--- src/rtl/regfile_commit_sched.sv ---
// ROB-to-regfile commit scheduler: 2-wide in-order enqueue, 1-wide drain, 1-cycle registered output.
// Backpressure via out_rob_full; a mispredict stalls fetch and drains older commits before out_xbp fires.
module regfile_commit_sched #(
  parameter int REG_W  = 5,
  parameter int ROB_W  = 4,
  parameter int DATA_W = 32,
  parameter int DEPTH  = 4
) (
  input  logic              clk,
  input  logic              rst,
  input  logic              rdy,
  input  logic              in_rob_valid0,
  input  logic [REG_W-1:0]  in_rob_reg0,
  input  logic [ROB_W-1:0]  in_rob_rob0,
  input  logic [DATA_W-1:0] in_rob_value0,
  input  logic              in_rob_valid1,
  input  logic [REG_W-1:0]  in_rob_reg1,
  input  logic [ROB_W-1:0]  in_rob_rob1,
  input  logic [DATA_W-1:0] in_rob_value1,
  input  logic              in_rob_xbp,
  output logic              out_rob_full,
  output logic [REG_W-1:0]  out_commit_reg,
  output logic [ROB_W-1:0]  out_commit_rob,
  output logic [DATA_W-1:0] out_commit_value,
  output logic              out_xbp,
  output logic              out_fetcher_stall
);

  localparam int PTR_W = $clog2(DEPTH);
  localparam int CNT_W = PTR_W + 1;
  localparam logic [CNT_W-1:0] FULL_THR = CNT_W'(DEPTH - 2);

  typedef enum logic [1:0] {RUN, DRAIN, FLUSH} state_t;

  typedef struct packed {
    logic [REG_W-1:0]  rd;
    logic [ROB_W-1:0]  rob;
    logic [DATA_W-1:0] value;
  } entry_t;

  state_t           state_q, state_d;
  entry_t           mem_q [DEPTH];
  entry_t           mem_d [DEPTH];
  logic [PTR_W-1:0] wr_ptr_q, wr_ptr_d, rd_ptr_q, rd_ptr_d, wr_ptr_nx;
  logic [CNT_W-1:0] count_q, count_d;
  entry_t           out_q, out_d;
  logic             xbp_q, xbp_d, stall_q, stall_d;

  entry_t     slot0, slot1;
  logic       enq_en, take0, take1, deq;
  logic [1:0] enq_n;

  assign slot0 = {in_rob_reg0, in_rob_rob0, in_rob_value0};
  assign slot1 = {in_rob_reg1, in_rob_rob1, in_rob_value1};

  // Full also covers DRAIN/FLUSH so the ROB stops presenting commits during a flush.
  assign out_rob_full = (count_q > FULL_THR) || (state_q != RUN);

  assign enq_en    = rdy && (state_q == RUN) && !out_rob_full;
  assign take0     = enq_en && in_rob_valid0 && (in_rob_reg0 != '0);
  assign take1     = enq_en && in_rob_valid1 && (in_rob_reg1 != '0);
  assign enq_n     = {1'b0, take0} + {1'b0, take1};
  assign deq       = rdy && (count_q != '0);
  assign wr_ptr_nx = wr_ptr_q + 1'b1;

  always_comb begin
    mem_d    = mem_q;
    wr_ptr_d = wr_ptr_q;
    rd_ptr_d = rd_ptr_q;
    count_d  = count_q;
    out_d    = out_q;
    state_d  = state_q;
    xbp_d    = xbp_q;
    stall_d  = stall_q;

    // Slot 0 is older, so it always lands at the lower FIFO position.
    if (take0 && take1) begin
      mem_d[wr_ptr_q]  = slot0;
      mem_d[wr_ptr_nx] = slot1;
    end else if (take0) begin
      mem_d[wr_ptr_q] = slot0;
    end else if (take1) begin
      mem_d[wr_ptr_q] = slot1;
    end
    wr_ptr_d = wr_ptr_q + PTR_W'(enq_n);
    count_d  = count_q + CNT_W'(enq_n) - CNT_W'(deq);

    if (rdy) begin
      if (deq) begin
        out_d    = mem_q[rd_ptr_q];
        rd_ptr_d = rd_ptr_q + 1'b1;
      end else begin
        out_d = '0;
      end

      unique case (state_q)
        RUN:     if (in_rob_xbp) state_d = DRAIN;
        // An empty, non-popping edge means the last real commit has already been presented.
        DRAIN:   if (!deq) state_d = FLUSH;
        FLUSH:   state_d = RUN;
        default: state_d = RUN;
      endcase

      xbp_d   = (state_d == FLUSH);
      stall_d = (state_d != RUN);
    end
  end

  always_ff @(posedge clk or posedge rst) begin
    if (rst) begin
      state_q  <= RUN;
      wr_ptr_q <= '0;
      rd_ptr_q <= '0;
      count_q  <= '0;
      out_q    <= '0;
      xbp_q    <= 1'b0;
      stall_q  <= 1'b0;
      for (int i = 0; i < DEPTH; i++) mem_q[i] <= '0;
    end else begin
      state_q  <= state_d;
      wr_ptr_q <= wr_ptr_d;
      rd_ptr_q <= rd_ptr_d;
      count_q  <= count_d;
      out_q    <= out_d;
      xbp_q    <= xbp_d;
      stall_q  <= stall_d;
      for (int i = 0; i < DEPTH; i++) mem_q[i] <= mem_d[i];
    end
  end

  assign out_commit_reg    = out_q.rd;
  assign out_commit_rob    = out_q.rob;
  assign out_commit_value  = out_q.value;
  assign out_xbp           = xbp_q;
  assign out_fetcher_stall = stall_q;

endmodule

--- config.mk ---
export PLATFORM = sky130hd
export DESIGN_NAME = regfile_commit_sched
export DESIGN_NICKNAME = d
export VERILOG_FILES = /design/src/rtl/regfile_commit_sched.sv
export SDC_FILE = /design/constraint.sdc
export NUM_CORES = 1
export LEC_CHECK = 0
export CORE_MARGIN = 10
export CORE_UTILIZATION = 55
export DETAILED_ROUTE_END_ITERATION = 10
export GPL_TIMING_DRIVEN = 0
export PLACE_DENSITY = 0.77
export SLEW_MARGIN = 30
export SYNTH_ARGS = -nofsm -noshare
export SYNTH_HDL_FRONTEND = slang
export SYNTH_SLANG_ARGS = --single-unit
--- constraint.sdc ---
create_clock -name clk -period 9 [get_ports clk]
set_input_delay 1.8 -clock clk [delete_from_list [all_inputs] [get_ports clk]]
set_output_delay 1.8 -clock clk [all_outputs]
set_load 0.02 [all_outputs]
==> results by group, run 1 <==
Outcome
  – Status: complete, but fails checks
  – Violated checks: DRC

Global route
  – First-pass GRT wire length: approximately 100000 microns
  – Largest net degree at the start of global routing: approximately 90
  – Total GRT Usage: 39.1%
  – Vias in the first global route: 15900
  – Initial antenna violation count: 1
  – Grt ovf: 0

Timing
  – Final min period: 6320 ps
  – Worst Tran Pin Value: between 1000 and 1500 ps
  – RSZ-0062 raised after global routing: no
  – Final setup fails: 0
  – Final TNS setup: 0 ps
  – Fmax: about 0.16 GHz
  – Worst Skew: 21.4 ps
  – Final slew viol count: 0
  – Endpoints failing hold: 0
  – Slew headroom: between 20% and 30%
  – Crit share post-route: around 70%

Synth
  – Synth top area share: 35.8%
  – Seq/Total Area, Yosys: between 30% and 40%
  – Avg Inst Size Synth: 9.28 sq um
  – Seq cells post-synth: between 200 and 250
  – Post-synth ARST share: between 90% and 100%
  – Cell taking the most area after synthesis: dfrtp_1
  – Distinct cells, synth: 74
  – Synth top area cells: dfrtp_1 (36%), mux4_2 (6.1%), nand2_1 (5.5%)
  – Syn_nets: ~1700
  – Post-synth EDFFs: 0
  – Top FF cell, synth: dfrtp_1
  – Post-synthesis cell count: ~1600
  – Synth Cell Area: approximately 15000 sq um
  – YS warnings: 0

CTS
  – Root Driver: clkbuf_16
  – # clock sinks: about 220
  – # Post-CTS Setup Buffers: 0
  – CTS tree: done
  – Hold_buf cts: 0
  – Clock latency on the worst-skew pair: ~570 ps
  – Htree depth: 1
  – CTS buffer count: 26
  – Clock-pin slew on the worst setup and hold paths: 60 ps
  – Maximum clock path buffer count: 3
  – # resized after CTS: 0

Detailed routing
  – Routed vias: between 15000 and 20000
  – DRC Markers: 2
  – Iteration-0 DRC Markers: 3127
  – Routed WL: between 60000 and 70000 microns
  – Via density: between 7 and 8
  – Antenna Nets Post-Route: 0
  – Wire length per cell: approximately 32 microns
  – First-pass DRT Iterations: 11

Die
  – # IOs: between 100 and 150
  – Core area: around 27000 sq um
  – Die area: 34500 sq um
  – Initial cell density of the core: a little under three fifths
  – Die Ht: 186 microns
  – Core Rows: 60
  – Horiz. Die Dim: ~190 microns

Worst setup path
  – WP data required: about 9500 ps
  – Crit path DAT: 6810 ps
  – Crit Path Category: in2reg
  – CP max FO: 10
  – Setup crit end kind: register
  – Startpoint Class: input port

Pwr
  – Internal power: 3130 uW
  – Tot Pwr: approximately 5700 uW
  – Clock share of power: around a fifth
  – Cell Pwr Density: 324 nW/um^2
  – Reg power frac: 27.9%
  – VDD IR max: roughly 0.23 mV
  – Sw Share: between 40% and 50%
  – Combinational Power Share: a little over half
  – P_sw: 2620 uW
  – LEAKAGE: around 0.0067 uW

Final layout
  – Most frequent cells in the layout: nand2_1 (223), dfrtp_1 (216), clkdlybuf4s50_1 (129)
  – Fill cells: 2257
  – # nets final: around 1900
  – Area grow syn2layout: 17.6%
  – Share of post-route cells with drive strength above 1: a little over a tenth
  – Largest register FFs: 164
  – Design Area, Final: between 15000 and 20000 sq um
  – Multi-input logic area: 8650 sq um
  – Register area: 5410 sq um
  – Most common cell after layout, fill and taps aside: nand2_1

Placed design
  – Buffers added on ports: around 130
  – Dpl hpwl: 47200 microns
  – GPL Wtd Cong: roughly 1.0
  – Post-placement cell area: roughly 17000 sq um

Min path
  – Hold WC Path Type: reg2reg

Flow run
  – Max-cap viol count: 0
==> final timing paths <==
| kind | startpoint | to | slack, ps | cells after the start |
|---|---|---|---|---|
| max | in_rob_reg0[2] | mem_q[93] | 2680 | 16 |
| min | mem_q[36] | mem_q[36] | 480 | 2 |
| max reg2reg | state_q[0] | count_q[2] | 4120 | 14 |
| min reg2reg | mem_q[36] | mem_q[36] | 480 | 2 |
| max in group asynchronous | rst | out_commit_value[25] | 6150 | 4 |
| min in group asynchronous | rst | out_commit_value[8] | 1620 | 2 |
==> area by class of cell <==
| cell class | count | area share, % |
|---|---|---|
| diodes | 1 | 0.0141 |
| plain buffers | 181 | 4.63 |
| clock buffers | 36 | 3.99 |
| clock inverters | 11 | 0.811 |
| inverters | 63 | 1.37 |
| multi-input cells | 1167 | 48.7 |
| flip-flops and latches | 216 | 30.5 |
| well taps | 341 | 2.40 |
| repair buffers | 131 | 7.59 |
==> layer usage <==
| metal | vias up | track usage, % | share of wire [%] |
|---|---|---|---|
| met4 | 0 | 24.6 | 7.4 |
| li1 | 6655 | - | - |
| met3 | 389 | 11.8 | 15 |
| met1 | 7934 | 50.6 | 36 |
| met2 | 1595 | 55.9 | 42 |
| met5 | - | 0 | 0 |
==> synthesized netlist by cell type (all sizes together) (24+ instances only) <==
| library cell | number |
|---|---|
| mux4 | 41 |
| o211ai | 40 |
| nand3b | 27 |
| inv | 62 |
| nand2 | 224 |
| a221o | 74 |
| mux2i | 63 |
| dfrtp | 216 |
| a21oi | 36 |
| and3 | 24 |
| buf | 84 |
| a31oi | 27 |
| o21ai | 111 |
| nor2b | 26 |
| a221oi | 36 |
| a211oi | 63 |
| o22a | 24 |
| nor3b | 30 |
| clkbuf | 97 |
| nor2 | 52 |
| a22oi | 42 |
==> logic make-up after synthesis <==
family | synth area share (%)
AO/OA/AOI/OAI | 30.8
XOR/XNOR | 0.464
flip-flops | 35.8
buffers and inverters | 7.00
adder cells (fa/ha/maj) | 0.630
multiplexers | 11.0
AND/OR/NAND/NOR | 14.3
==> worst max-delay path: stages <==
cell	delay (ps)
clkdlybuf4s50_1	650
nor4_4	450
and2_4	250
nor2_8	90
inv_2	100
buf_2	240
buf_2	430
ha_1	230
clkbuf_1	340
clkbuf_1	560
nor2_1	230
o21a_1	260
a31oi_1	310
clkbuf_1	630
nand2_1	130
o21ai_1	100
==> power by group through the flow <==
| stage | Clock (uW) | Combinational [uW] | Sequential [uW] |
|---|---|---|---|
| finish | 1100 | 3050 | 1600 |
| CTS | 1080 | 2920 | 1580 |
| global placement | 0 | 2840 | 1580 |
| floorplan | 0 | 1780 | 1620 |
| global route | 1130 | 3160 | 1630 |
| detailed placement | 0 | 2910 | 1590 |
==> through the flow <==
stage | utilization [%] | setup slack [ps] | instances | hold slack [ps]
detailed placement | 62.6 | 2370 | 2099 | 472
global route | 65.8 | 2680 | 2146 | 509
global placement | 62.4 | -2020 | 2097 | 456
floorplan | - | 1290 | 1627 | 444
CTS | 65.8 | 2930 | 2146 | 479
finish | 65.8 | 2680 | 2147 | 479
(Power assumes the default switching activity.)
==> inputs of run 2 (changes only) <==
--- a/config.mk
+++ b/config.mk
@@ -6,10 +6,10 @@
 export NUM_CORES = 1
 export LEC_CHECK = 0
 export CORE_MARGIN = 10
-export CORE_UTILIZATION = 55
+export CORE_UTILIZATION = 54
 export DETAILED_ROUTE_END_ITERATION = 10
 export GPL_TIMING_DRIVEN = 0
-export PLACE_DENSITY = 0.77
+export PLACE_DENSITY = 0.78
 export SLEW_MARGIN = 30
 export SYNTH_ARGS = -nofsm -noshare
 export SYNTH_HDL_FRONTEND = slang
==> constraint.sdc (replaced) <==
create_clock -name clk -period 5.32 [get_ports clk]
set_input_delay 1.064 -clock clk [delete_from_list [all_inputs] [get_ports clk]]
set_output_delay 1.064 -clock clk [all_outputs]
set_load 0.02 [all_outputs]
==> run 2 against run 1 <==
  * The run now ends clean
  * Highest routed layer is now met5
  * Critical path depth is 1 lower
  * Power is 72% higher
  * Count of clock-buffer cells in the layout is 1 higher
==> results by group, run 2 (synthesized netlist as in run 1, its figures left out) <==
Final layout
  – Area grow syn2layout: 19.2%
  – Multi-input logic area: 8650 sq um (unchanged)
  – Register area: 5410 sq um (unchanged)
  – Most common cell after layout, fill and taps aside: nand2_1
  – Largest register FFs: 164 (unchanged)
  – Most frequent cells in the layout: nand2_1 (223), dfrtp_1 (216), clkdlybuf4s50_1 (129)
  – # nets final: 1887 (+0.32%)
  – Share of post-route cells with drive strength above 1: 11.0% (+0.63 points)
  – Fill cells: 2316 (+2.6%)

Flow run
  – Max-cap viol count: 0 (unchanged)

Placed design
  – GPL Wtd Cong: 1.04 (+1.8%)
  – Buffers added on ports: 129 (unchanged)
  – Pre-CTS setup slack: -469 ps (-2840 ps)
  – Dpl hpwl: 46600 microns (-1.3%)

Timing
  – Slew headroom: 27.0% (+2.0 points)
  – Fin Hold WS: 493 ps (+13.2 ps)
  – Final min period: between 5000 and 6000 ps
  – Fmax: 0.190 GHz
  – Final setup fails: 0 (unchanged)
  – Worst Skew: 12.3 ps (-9.08 ps)
  – Final WS setup: 64.1 ps (-2620 ps)
  – RSZ-0062 raised after global routing: no
  – Worst Tran Pin Value: 1090 ps (-22.4 ps)
  – Crit share post-route: 98.8%
  – Final slew viol count: 0 (unchanged)
  – Endpoints failing hold: 0 (unchanged)

Detailed routing
  – Met1 wire length: 24300 microns (-1.3%)
  – WL met2: 28500 microns (-1.3%)
  – Routed WL: 68500 microns (-0.92%)
  – Top sig layer: met5
  – Iteration-0 DRC Markers: 3298 (+5.5%)
  – Via density: 7.60 (-1.6%)
  – First-pass DRT Iterations: 10 (-1)
  – Routed vias: 16600 (+0.40%)
  – Routed length on met3: 10500 microns (-0.39%)
  – Wire length per cell: 31.3 microns (-2.9%)
  – DRC Markers: 0 (-2)
  – Antenna Nets Post-Route: 0 (unchanged)

Global route
  – Largest net degree at the start of global routing: 30 (-66%)
  – Vias in the first global route: 16500 (+4.0%)
  – Grt ovf: 0 (unchanged)
  – Initial antenna violation count: 2 (+1)
  – First-pass GRT wire length: 103000 microns (+1.2%)
  – Total GRT Usage: 37.6% (-1.4 points)

Worst setup path
  – Setup crit end kind: register
  – CP Cell Sequence: clkdlybuf4s50_1 > inv_1 > and2_4 > nor2_8 > inv_2 > buf_2 > buf_2 > ha_1 > clkbuf_1 > nor2_1 > nand2_1 > a21oi_1 > clkbuf_1 > o21ai_0 > nand2_1
  – CP delay by family, top: buffers and inverters
  – Crit Path Category: in2reg
  – Worst path bufs/invs: 7 (unchanged)
  – Crit path DAT: 5750 ps (-1060 ps)
  – CP max FO: 10 (unchanged)
  – Startpoint Class: input port
  – WP data required: 5810 ps (-3680 ps)
  – CP max stage cell: clkdlybuf4s50_1
  – CP max stage delay: 700 ps (+50 ps)

CTS
  – # Post-CTS Setup Buffers: 0 (unchanged)
  – Htree depth: 1 (unchanged)
  – Clock latency on the worst-skew pair: 560 ps (about the same)
  – Hold_buf cts: 0 (unchanged)
  – Clock-pin slew on the worst setup and hold paths: 70 ps (about the same)
  – # resized after CTS: 0 (unchanged)
  – Root Driver: clkbuf_16
  – Maximum clock path buffer count: 3 (unchanged)
  – CTS buffer count: 26 (unchanged)
  – # clock sinks: 216 (unchanged)
  – CTS tree: done

Die
  – Die area: 35000 sq um (+1.6%)
  – # IOs: 132 (unchanged)
  – Core area: 27700 sq um (+2.8%)
  – Initial cell density of the core: 54.5% (-1.5 points)
  – Die Ht: 187 microns (+0.82%)
  – Horiz. Die Dim: 187 microns (+0.82%)
  – Core Rows: 61 (+1.7%)

Min path
  – Hold WC Path Type: reg2reg

Pwr
  – Cell Pwr Density: 548 nW/um^2 (+69%)
  – LEAKAGE: 0.00684 uW (+1.4%)
  – VDD IR max: 0.359 mV (+57%)

Outcome
  – Status: completed
run 2: worst paths after layout:
kind                                start          to  slack (ps)  cells past startpoint
max                        in_rob_reg0[0]   mem_q[20]          60                     15
min                             mem_q[36]   mem_q[36]         490                      2
max reg2reg                    count_q[1]   mem_q[20]         650                     15
min reg2reg                     mem_q[36]   mem_q[36]         490                      2
max in group asynchronous             rst   mem_q[29]        3340                      5
min in group asynchronous             rst  mem_q[132]         960                      2
run 2: power by group:
group / switching [uW] / total (uW) / internal, uW / leakage [uW]
Combinational: 3180 / 5170 / 1990 / 0.00350
Sequential: 460 / 2700 / 2240 / 0.00288
Clock: 765 / 2000 / 1230 / 0.000457
Total: 4410 / 9870 / 5460 / 0.00684
run 2: tightest hold or removal path, cell delays in order, from the launching register on:
cell and delay [ps]:
dfrtp_1 350, nand2_1 50, nand3_1 60
run 2: cell type report:
type	instances	share of cell area, %
Tap cell	378	2.63
Timing Repair Buffer	137	8.11
Clock buffer	37	4.24
Multi-Input combinational cell	1167	48.1
Sequential cell	216	30.0
Buffer	181	4.60
Antenna cell	2	0.0278
Inverter	63	1.34
Clock inverter	9	0.960
run 2: routing by layer:
metal	track usage [%]	vias to the layer above
li1	-	6689
met1	46.9	7878
met2	53.6	1639
met3	13.4	432
met4	25.8	2
met5	0	-
run 2: stage by stage:
stage / TNS, ps / util, % / cell area (sq um) / instances / total power [uW]
after floorplan: 0 / - / 15100 / 1627 / 5760
after global placement: -102690 / 60.9 / 16900 / 2134 / 7460
after detailed placement: -13360 / 61.5 / 17000 / 2142 / 7600
after CTS: 0 / 64.9 / 18000 / 2188 / 9600
after global routing: 0 / 64.9 / 18000 / 2188 / 10200
final: 0 / 64.9 / 18000 / 2190 / 9870
